===== src/rtl/calc1_req_driver.sv =====
`default_nettype none
// ============================================================================
// Module      : calc1_req_driver
// Description : Request sequencer for one calc1 requester port. Buffers
//               complete operations in a small FIFO, drives calc1's two-cycle
//               request protocol, waits for the port response and offers it
//               on a valid/ready result interface.
//               Optional feature macro: CALC1_REQ_TIMEOUT_EN (response-wait
//               timeout; when undefined WAIT lasts until a response arrives).
// Revision    : 1.0 - initial release
// ============================================================================
module calc1_req_driver #(
  parameter int DEPTH   = 4,
  parameter int TIMEOUT = 64
) (
  input  logic                     c_clk,
  input  logic                     reset,
  input  logic                     op_valid,
  output logic                     op_ready,
  input  logic [3:0]               op_cmd,
  input  logic [31:0]              op_data1,
  input  logic [31:0]              op_data2,
  output logic [3:0]               req_cmd_out,
  output logic [31:0]              req_data_out,
  input  logic [1:0]               calc_resp_in,
  input  logic [31:0]              calc_data_in,
  output logic                     res_valid,
  input  logic                     res_ready,
  output logic [1:0]               res_resp,
  output logic [31:0]              res_data,
  output logic                     busy,
  output logic [$clog2(DEPTH):0]   fifo_count
);

  localparam int                 c_PTR_W = $clog2(DEPTH);
  localparam logic [c_PTR_W:0]   c_FULL  = (c_PTR_W + 1)'(DEPTH);

  typedef enum logic [2:0] {
    ST_IDLE  = 3'd0,
    ST_CMD   = 3'd1,
    ST_OPND2 = 3'd2,
    ST_WAIT  = 3'd3,
    ST_HOLD  = 3'd4
  } state_t;

  state_t               r_state;
  state_t               w_next_state;
  logic                 w_capture;
  logic                 w_timeout;
  logic                 w_tmo_hit;

  // FIFO storage and bookkeeping
  logic [3:0]           r_mem_cmd [DEPTH];
  logic [31:0]          r_mem_d1  [DEPTH];
  logic [31:0]          r_mem_d2  [DEPTH];
  logic [c_PTR_W-1:0]   r_wr_ptr;
  logic [c_PTR_W-1:0]   r_rd_ptr;
  logic [c_PTR_W:0]     r_count;
  logic                 w_push;
  logic                 w_pop;
  logic [3:0]           w_head_cmd;
  logic [31:0]          w_head_d1;
  logic [31:0]          w_head_d2;

  // Operation and output registers
  logic [31:0]          r_op_d2;
  logic [3:0]           r_req_cmd;
  logic [31:0]          r_req_data;
  logic                 r_res_valid;
  logic [1:0]           r_res_resp;
  logic [31:0]          r_res_data;
  logic                 r_busy;

  assign w_push     = op_valid && op_ready;
  assign w_pop      = (r_state == ST_IDLE) && (r_count != '0);
  assign w_head_cmd = r_mem_cmd[r_rd_ptr];
  assign w_head_d1  = r_mem_d1[r_rd_ptr];
  assign w_head_d2  = r_mem_d2[r_rd_ptr];

  // FIFO payload write; contents need no reset since the pointers define validity
  always_ff @(posedge c_clk) begin
    if (w_push) begin
      r_mem_cmd[r_wr_ptr] <= op_cmd;
      r_mem_d1[r_wr_ptr]  <= op_data1;
      r_mem_d2[r_wr_ptr]  <= op_data2;
    end
  end

  // FIFO pointers and occupancy; power-of-two depth lets pointers wrap naturally
  always_ff @(posedge c_clk or negedge reset) begin
    if (!reset) begin
      r_wr_ptr <= '0;
      r_rd_ptr <= '0;
      r_count  <= '0;
    end else begin
      if (w_push) r_wr_ptr <= r_wr_ptr + 1'b1;
      if (w_pop)  r_rd_ptr <= r_rd_ptr + 1'b1;
      case ({w_push, w_pop})
        2'b10:   r_count <= r_count + 1'b1;
        2'b01:   r_count <= r_count - 1'b1;
        default: r_count <= r_count;
      endcase
    end
  end

`ifdef CALC1_REQ_TIMEOUT_EN
  localparam int                 c_TMO_W    = $clog2(TIMEOUT + 1);
  localparam logic [c_TMO_W-1:0] c_TMO_LAST = c_TMO_W'(TIMEOUT - 1);
  logic [c_TMO_W-1:0]            r_tmo;

  // Count WAIT cycles; held at zero outside WAIT so every entry starts fresh
  always_ff @(posedge c_clk or negedge reset) begin
    if (!reset) begin
      r_tmo <= '0;
    end else if (r_state != ST_WAIT) begin
      r_tmo <= '0;
    end else if (!w_tmo_hit) begin
      r_tmo <= r_tmo + 1'b1;
    end
  end

  // The last of TIMEOUT wait cycles has elapsed without a response
  assign w_tmo_hit = (r_state == ST_WAIT) && (r_tmo == c_TMO_LAST);
`else
  logic w_unused_timeout;
  assign w_unused_timeout = (TIMEOUT > 0);
  assign w_tmo_hit        = 1'b0;
`endif

  // Next-state selection; a real response wins over a coincident timeout
  always_comb begin
    w_next_state = r_state;
    w_capture    = 1'b0;
    w_timeout    = 1'b0;
    case (r_state)
      ST_IDLE:  if (w_pop) w_next_state = ST_CMD;
      ST_CMD:   w_next_state = ST_OPND2;
      ST_OPND2: w_next_state = ST_WAIT;
      ST_WAIT: begin
        if (calc_resp_in != 2'b00) begin
          w_next_state = ST_HOLD;
          w_capture    = 1'b1;
        end else if (w_tmo_hit) begin
          w_next_state = ST_HOLD;
          w_timeout    = 1'b1;
        end
      end
      ST_HOLD:  if (res_ready) w_next_state = ST_IDLE;
      default:  w_next_state = ST_IDLE;
    endcase
  end

  // State register plus outputs registered from the upcoming state
  always_ff @(posedge c_clk or negedge reset) begin
    if (!reset) begin
      r_state     <= ST_IDLE;
      r_busy      <= 1'b0;
      r_res_valid <= 1'b0;
      r_req_cmd   <= '0;
      r_req_data  <= '0;
      r_res_resp  <= '0;
      r_res_data  <= '0;
      r_op_d2     <= '0;
    end else begin
      r_state     <= w_next_state;
      r_busy      <= (w_next_state != ST_IDLE);
      r_res_valid <= (w_next_state == ST_HOLD);
      if (w_pop) r_op_d2 <= w_head_d2;
      case (w_next_state)
        ST_CMD: begin
          r_req_cmd  <= w_head_cmd;
          r_req_data <= w_head_d1;
        end
        ST_OPND2: begin
          r_req_cmd  <= '0;
          r_req_data <= r_op_d2;
        end
        default: begin
          r_req_cmd  <= '0;
          r_req_data <= '0;
        end
      endcase
      if (w_capture) begin
        r_res_resp <= calc_resp_in;
        r_res_data <= calc_data_in;
      end else if (w_timeout) begin
        r_res_resp <= 2'b00;
        r_res_data <= '0;
      end
    end
  end

  assign op_ready     = (r_count != c_FULL);
  assign fifo_count   = r_count;
  assign req_cmd_out  = r_req_cmd;
  assign req_data_out = r_req_data;
  assign res_valid    = r_res_valid;
  assign res_resp     = r_res_resp;
  assign res_data     = r_res_data;
  assign busy         = r_busy;

endmodule
`default_nettype wire


===== config.mk =====
export PLATFORM = sky130hd
export DESIGN_NAME = calc1_req_driver
export DESIGN_NICKNAME = d
export VERILOG_FILES = /design/src/rtl/calc1_req_driver.sv
export SDC_FILE = /design/constraint.sdc
export NUM_CORES = 1
export LEC_CHECK = 0
export ABC_AREA = 1
export CAP_MARGIN = 20
export CORE_ASPECT_RATIO = 1.25
export CORE_MARGIN = 5
export CORE_UTILIZATION = 43
export CTS_CLUSTER_DIAMETER = 60
export DETAILED_ROUTE_END_ITERATION = 10
export PLACE_DENSITY = 0.66
export SYNTH_ARGS = -nofsm -noshare
export SYNTH_HDL_FRONTEND = slang
export SYNTH_SLANG_ARGS = --single-unit

===== constraint.sdc =====
create_clock -name c_clk -period 3.7 [get_ports c_clk]
set_input_delay 0.555 -clock c_clk [delete_from_list [all_inputs] [get_ports c_clk]]
set_output_delay 0.555 -clock c_clk [all_outputs]
set_load 0.005 [all_outputs]

Yosys cells after proc, flatten, opt, wreduce, memory -nomap -nowiden
Memories as Yosys holds them, arrays and structs flattened. A register that Yosys moved wholly into a read port is not among the register bits.
Cells that the tools add are included.
W data, S select, Z words.
{"block": "word_totals", "inputBits": 106, "register_bits": 82, "out_inout_bits": 76, "mem_count": 3, "mem_bits_rw": 272, "word_cells": 48}
{"block": "classes", "n_eq_ne": 10, "n_mux": 13, "n_addsub": 4, "n_reduce_logical": 8}
{"memory": "r_mem_d1", "depth": 4, "word_bits": 32, "rd": 1, "rd_ports_with_merged_regs": 0, "write_ports": 1, "line_no": "54", "rtl": "logic [31:0] r_mem_d1 [DEPTH];"}
{"memory": "r_mem_d2", "depth": 4, "word_bits": 32, "rd": 1, "rd_ports_with_merged_regs": 1, "write_ports": 1, "line_no": "55", "rtl": "logic [31:0] r_mem_d2 [DEPTH];"}
{"memory": "r_mem_cmd", "depth": 4, "word_bits": 4, "rd": 1, "rd_ports_with_merged_regs": 0, "write_ports": 1, "line_no": "53", "rtl": "logic [3:0] r_mem_cmd [DEPTH];"}
{"op": "$pmux W32 S2", "count": 1}
{"op": "$mux W32", "count": 1}
{"op": "$pmux W3 S5", "count": 1}
{"op": "$eq A3 B2 Y1 const B", "count": 3}
{"op": "$mux W3", "count": 3}
{"op": "$eq A3 B1 Y1 const B", "count": 2}
{"op": "$eq A3 B3 Y1 const B", "count": 2}
{"op": "$pmux W3 S2", "count": 1}
{"op": "$reduce_bool A3 Y1", "count": 2}
{"op": "$add A2 B1 Y2 const B", "count": 2}
{"op": "$mux W1", "count": 4}
{"op": "$mux W4", "count": 1}
{"op": "$reduce_bool A2 Y1", "count": 2}
{"op": "$add A3 B1 Y3 const B", "count": 1}
{"op": "$logic_not A3 Y1", "count": 1}
{"op": "$ne A3 B3 Y1 const B", "count": 1}
{"op": "$sub A3 B1 Y3 const B", "count": 1}
{"op": "$eq A2 B1 Y1 const B", "count": 1}
{"op": "$eq A2 B2 Y1 const B", "count": 1}
{"op": "$logic_and A1 B1 Y1", "count": 2}
{"op": "$mux W2", "count": 1}
{"op": "$logic_not A1 Y1", "count": 1}

Logic depth before layout (Yosys ltp)
{"block": "logic_depth", "ltp_word": 6, "mapped_depth": 12, "ltp_nobuf": 11}

Worst setup path after synthesis
No wires, ideal clock.
{"block": "synth_path", "path_kind": "reg2reg", "startpoint": "reg r_count[0] (netlist: fifo_count[0])", "endpoint": "mem r_mem_cmd[0][0], enable pin", "path_stages_with_launch": 5, "path_buffers": 0, "setup_time_ns": 0.495, "arrival_time_ns": 3.611, "required_time_ns": 3.205, "synth_period_minus_slack_ns": 4.106, "path_slack_ns": -0.406, "cell_sequence": "dfrtp_1 -> inv_2 -> nand3_1 -> nand2_1 -> nor2_1"}
{"block": "synth_between", "elab_chain_len": 4}
{"item": "from (decl)", "line_no": "58", "rtl": "logic [c_PTR_W:0] r_count;"}
{"item": "from (signal assigned)", "line_no": "99", "rtl": "2'b10: r_count <= r_count + 1'b1;"}
{"item": "from (signal assigned)", "line_no": "100", "rtl": "2'b01: r_count <= r_count - 1'b1;"}
{"item": "from (signal assigned)", "line_no": "101", "rtl": "default: r_count <= r_count;"}
{"item": "$ne A3 B3 Y1", "line_no": "193", "rtl": "assign op_ready = (r_count != c_FULL);"}
{"item": "net op_ready", "line_no": "19", "rtl": "output logic op_ready,"}
{"item": "$logic_and A1 B1 Y1", "line_no": "74", "rtl": "assign w_push = op_valid && op_ready;"}
{"item": "$mux W1", "line_no": "82", "rtl": "if (w_push) begin"}
{"item": "$mux W1 (not written as such)", "line_no": "83", "rtl": "r_mem_cmd[r_wr_ptr] <= op_cmd;"}
{"item": "to (decl)", "line_no": "53"}
The timed path passes the listed nets, and every way through them passes these cells.

Worst setup path in the final report
{"block": "layout_path", "startpoint": "reg r_count[0] (netlist: fifo_count[0])", "endpoint": "out op_ready"}
{"block": "layout_between", "elab_chain_len": 1}
{"item": "$ne A3 B3 Y1", "line_no": "193"}
{"item": "to (decl)", "line_no": "19"}
Every way passes these cells.

==> results_tabular.tex <==
\begin{tabular}{lr}
\hline
Metric & Value \\
\hline
\multicolumn{2}{l}{\textbf{Critical path}} \\
CP startpoint kind & flip-flop \\
Critical Path AT & 1.67 ns \\
Startpoint of the worst-slack reg-to-reg timing path & fifo\_count[0] \\
Source of the critical timing path & fifo\_count[0] \\
Worst path required time & 3.14 ns \\
Worst-path maximum fanout & 3 \\
WS Path Type & reg -> out \\
Endpoint type of the worst setup path & output pin \\
\multicolumn{2}{l}{\textbf{Power}} \\
Standby leakage power & 8.89 nW \\
Power density relative to cell area & 770 mW/mm2 \\
Worst vdd rail ir drop & 0.294 mV \\
\multicolumn{2}{l}{\textbf{Route}} \\
Remaining antenna violation count & 0 \\
DR WL met2 & 19.0 mm \\
Top Metal Used & met4 \\
Wire per inst & 16.6 um \\
Via/cell ratio & 4.73 \\
1st-iter DRT viols & 735 \\
Routed vias & 10600 \\
Total routed wirelength & 37.4 mm \\
Remaining design rule violation count & 0 \\
Sum of met3 wire segment lengths after detailed routing & 2.50 mm \\
Total routed wire length on the met1 layer & 15.1 mm \\
Pre-antenna DRT Iters & 5 \\
\multicolumn{2}{l}{\textbf{Synth}} \\
Top cells by instance count after synthesis & 624 x nand2\_1, 286 x inv\_1, 272 x edfxtp\_1, 139 x nand3\_1, 114 x dfrtp\_1 \\
Synth Flop Type & edfxtp\_1 \\
Yosys cell types & 24 \\
Total standard cell area after synthesis & 0.0159 mm2 \\
Post-synthesis sequential area ratio & 69.5\% \\
Synthesis-stage register bit count & 386 \\
Count of flip-flops with a built-in enable after synthesis & 272 \\
Total number of yosys warnings & 0 \\
Post-Syn Instances & 1568 \\
Most instantiated library cell after synthesis & nand2\_1 \\
Largest area contributor in the synthesized netlist & edfxtp\_1 \\
Share of the synthesized area in the top cell type & 51.5\% \\
Top cells by area, synth & edfxtp\_1 51\%, dfrtp\_1 18\%, nand2\_1 15\%, inv\_1 6.8\%, nand3\_1 4.4\% \\
Synthesized net count & 1680 \\
Average size of a mapped cell & 10.1 um2 \\
Proportion of synthesized flip-flops having asynchronous set or reset & 29.5\% \\
\multicolumn{2}{l}{\textbf{STA}} \\
Max Freq & 449 MHz \\
Setup-failing EPs final & 0 \\
Post-Route Setup TNS & 0 ns \\
Crit share post-route & 60.2\% \\
Setup repair after global routing missed its margin & false \\
Largest clock skew in the final design & 0.0215 ns \\
Final hold violation count & 0 \\
Worst-case headroom to the max-slew limit & 30.0\% \\
Pins Over Slew Limit & 0 \\
Time the worst path needs with I/O delays and setup & 2.23 ns \\
Worst slew pin tran & 1.05 ns \\
\multicolumn{2}{l}{\textbf{Finish}} \\
Fraction of final layout cells sized beyond drive strength 1 & 4.92\% \\
Total Nets Final & 1851 \\
Non-filler cells, final & 2251 \\
Synthesis-to-finish area growth & 22.1\% \\
Total of fill cells in the finished design & 3142 \\
\multicolumn{2}{l}{\textbf{Global routing}} \\
Wire length of the first global-routing pass & 58.6 mm \\
Maximum number of pins on one net before global-route repair & 76 \\
Initial antenna violation count & 3 \\
Total GRT Usage & 18.1\% \\
Via count of the first global-routing pass & 10600 \\
Congestion Overflow GR & 0 \\
\multicolumn{2}{l}{\textbf{Floorplan}} \\
X dimension of the die & 182 um \\
Starting Density & 43.6\% \\
Core Box Area & 0.0364 mm2 \\
FP Rows & 78 \\
Height of the die & 225 um \\
Number of I/O pins & 182 \\
Floorplan die area & 0.0409 mm2 \\
\multicolumn{2}{l}{\textbf{Outcome}} \\
Result of the run & completed \\
\multicolumn{2}{l}{\textbf{Clocking}} \\
Number of cells upsized or downsized after cts & 0 \\
Clock tree from TritonCTS & done \\
Clock edge transition at the registers on the reported setup and hold paths & 0.06 ns \\
Clock net sink count & 386 \\
Number of buffers created by CTS & 38 \\
Count of hold buffers inserted by post-cts repair & 0 \\
Post-CTS repair timing setup buffer count & 0 \\
H-tree depth & 2 \\
Insertion delay of the later-clocked pin in the worst-skew pair & 0.54 ns \\
Maximum number of buffers from clock root to sink & 3 \\
Root buffer selected by CTS & clkbuf\_16 \\
\multicolumn{2}{l}{\textbf{Worst hold path}} \\
Path type of the worst min-delay path & in -> async \\
\multicolumn{2}{l}{\textbf{Run}} \\
Count of maximum capacitance violations & 0 \\
\multicolumn{2}{l}{\textbf{Place}} \\
Half-perimeter wire length after placement & 23.2 mm \\
Weighted congestion reported at the end of routability-driven placement & 0.797 \\
Placed cell count & 2179 \\
IO buf count & 181 \\
\hline
\end{tabular}
worst paths after layout:
kind,endpoint,slack [ns],depth (start not counted)
worst min register to register,r_op_d2[18],0.48,2
min in group c_clk,r_op_d2[18],0.48,2
worst max register to register,fifo_count[2],1.52,9
max in group asynchronous,res_data[18],2.76,2
worst max-delay path,op_ready,1.47,3
worst min-delay path,res_valid,0.11,1
per-stage QoR:
step                util [%]  cell area (um2)  setup slack (ns)  hold slack, ns  total power [mW]
CTS                     53.2            19400              1.43           0.132              15.1
global placement        50.0            18200              1.09           0.463              11.3
finish                  53.2            19400              1.47           0.109              14.9
floorplan                  -            15900            -0.406           0.259              9.39
global route            53.2            19400              1.29           0.162              15.9
detailed placement      50.1            18200              1.07           0.466              11.5
per-layer routing:
metal	GRT usage (%)	vias to the layer above
met1	22.7	5069
met4	6.08	0
li1	-	5196
met2	31.7	327
met3	3.27	49
met5	0	-
report_power, final:
group | internal [mW] | switching, mW
Clock | 2.04 | 1.58
Sequential | 5.86 | 0.397
Combinational | 1.83 | 3.21
Total | 9.73 | 5.19
registers in the layout (all words and copies together) (netlist names), 2 cells and up:
| register | flops |
|---|---|
| r_mem_d2 | 128 |
| r_mem_d1 | 128 |
| r_rd_ptr | 2 |
| res_resp | 2 |
| req_cmd_out | 4 |
| r_state | 3 |
| r_op_d2 | 32 |
| r_mem_cmd | 16 |
| fifo_count | 3 |
| r_wr_ptr | 2 |
| res_data | 32 |
| req_data_out | 32 |
cell families after synthesis:
logic type,synth area share [%]
XOR/XNOR,0.221
AND/OR/NAND/NOR,19.5
AO/OA/AOI/OAI,1.29
flip-flops,69.5
buffers and inverters,8.98
adder cells (fa/ha/maj),0.520
area by class of cell:
cell class	instances	area [um2]	area share (%)
Sequential cell	386	11000	56.9
Multi-Input combinational cell	825	3470	17.9
Timing Repair Buffer	199	2040	10.5
Inverter	289	1090	5.61
Clock buffer	53	1040	5.36
Tap cell	480	601	3.10
Clock inverter	16	113	0.581
Antenna cell	3	7.51	0.0387
cell usage in the layout (no fill, tap or decap), types with 3 or more instances in the layout:
cell type          n
inv_1            285
nor2_1             3
nand3_1          138
nand2_1          624
clkinv_2          10
diode_2            3
ha_1               5
buf_12             6
clkinv_1           3
xor2_1             3
dfrtp_1          112
buf_4             12
a21oi_1            4
nor2_4             6
clkbuf_1          13
edfxtp_1         272
o21ai_0           37
clkdlybuf4s50_1  180
clkbuf_16         39
critical path, stage by stage, from the launching register on:
cell and delay, ns:
dfrtp_1 0.40, inv_2 0.07, nand3_1 0.12, clkdlybuf4s50_1 0.56
Power figures use the tool's default switching activity.
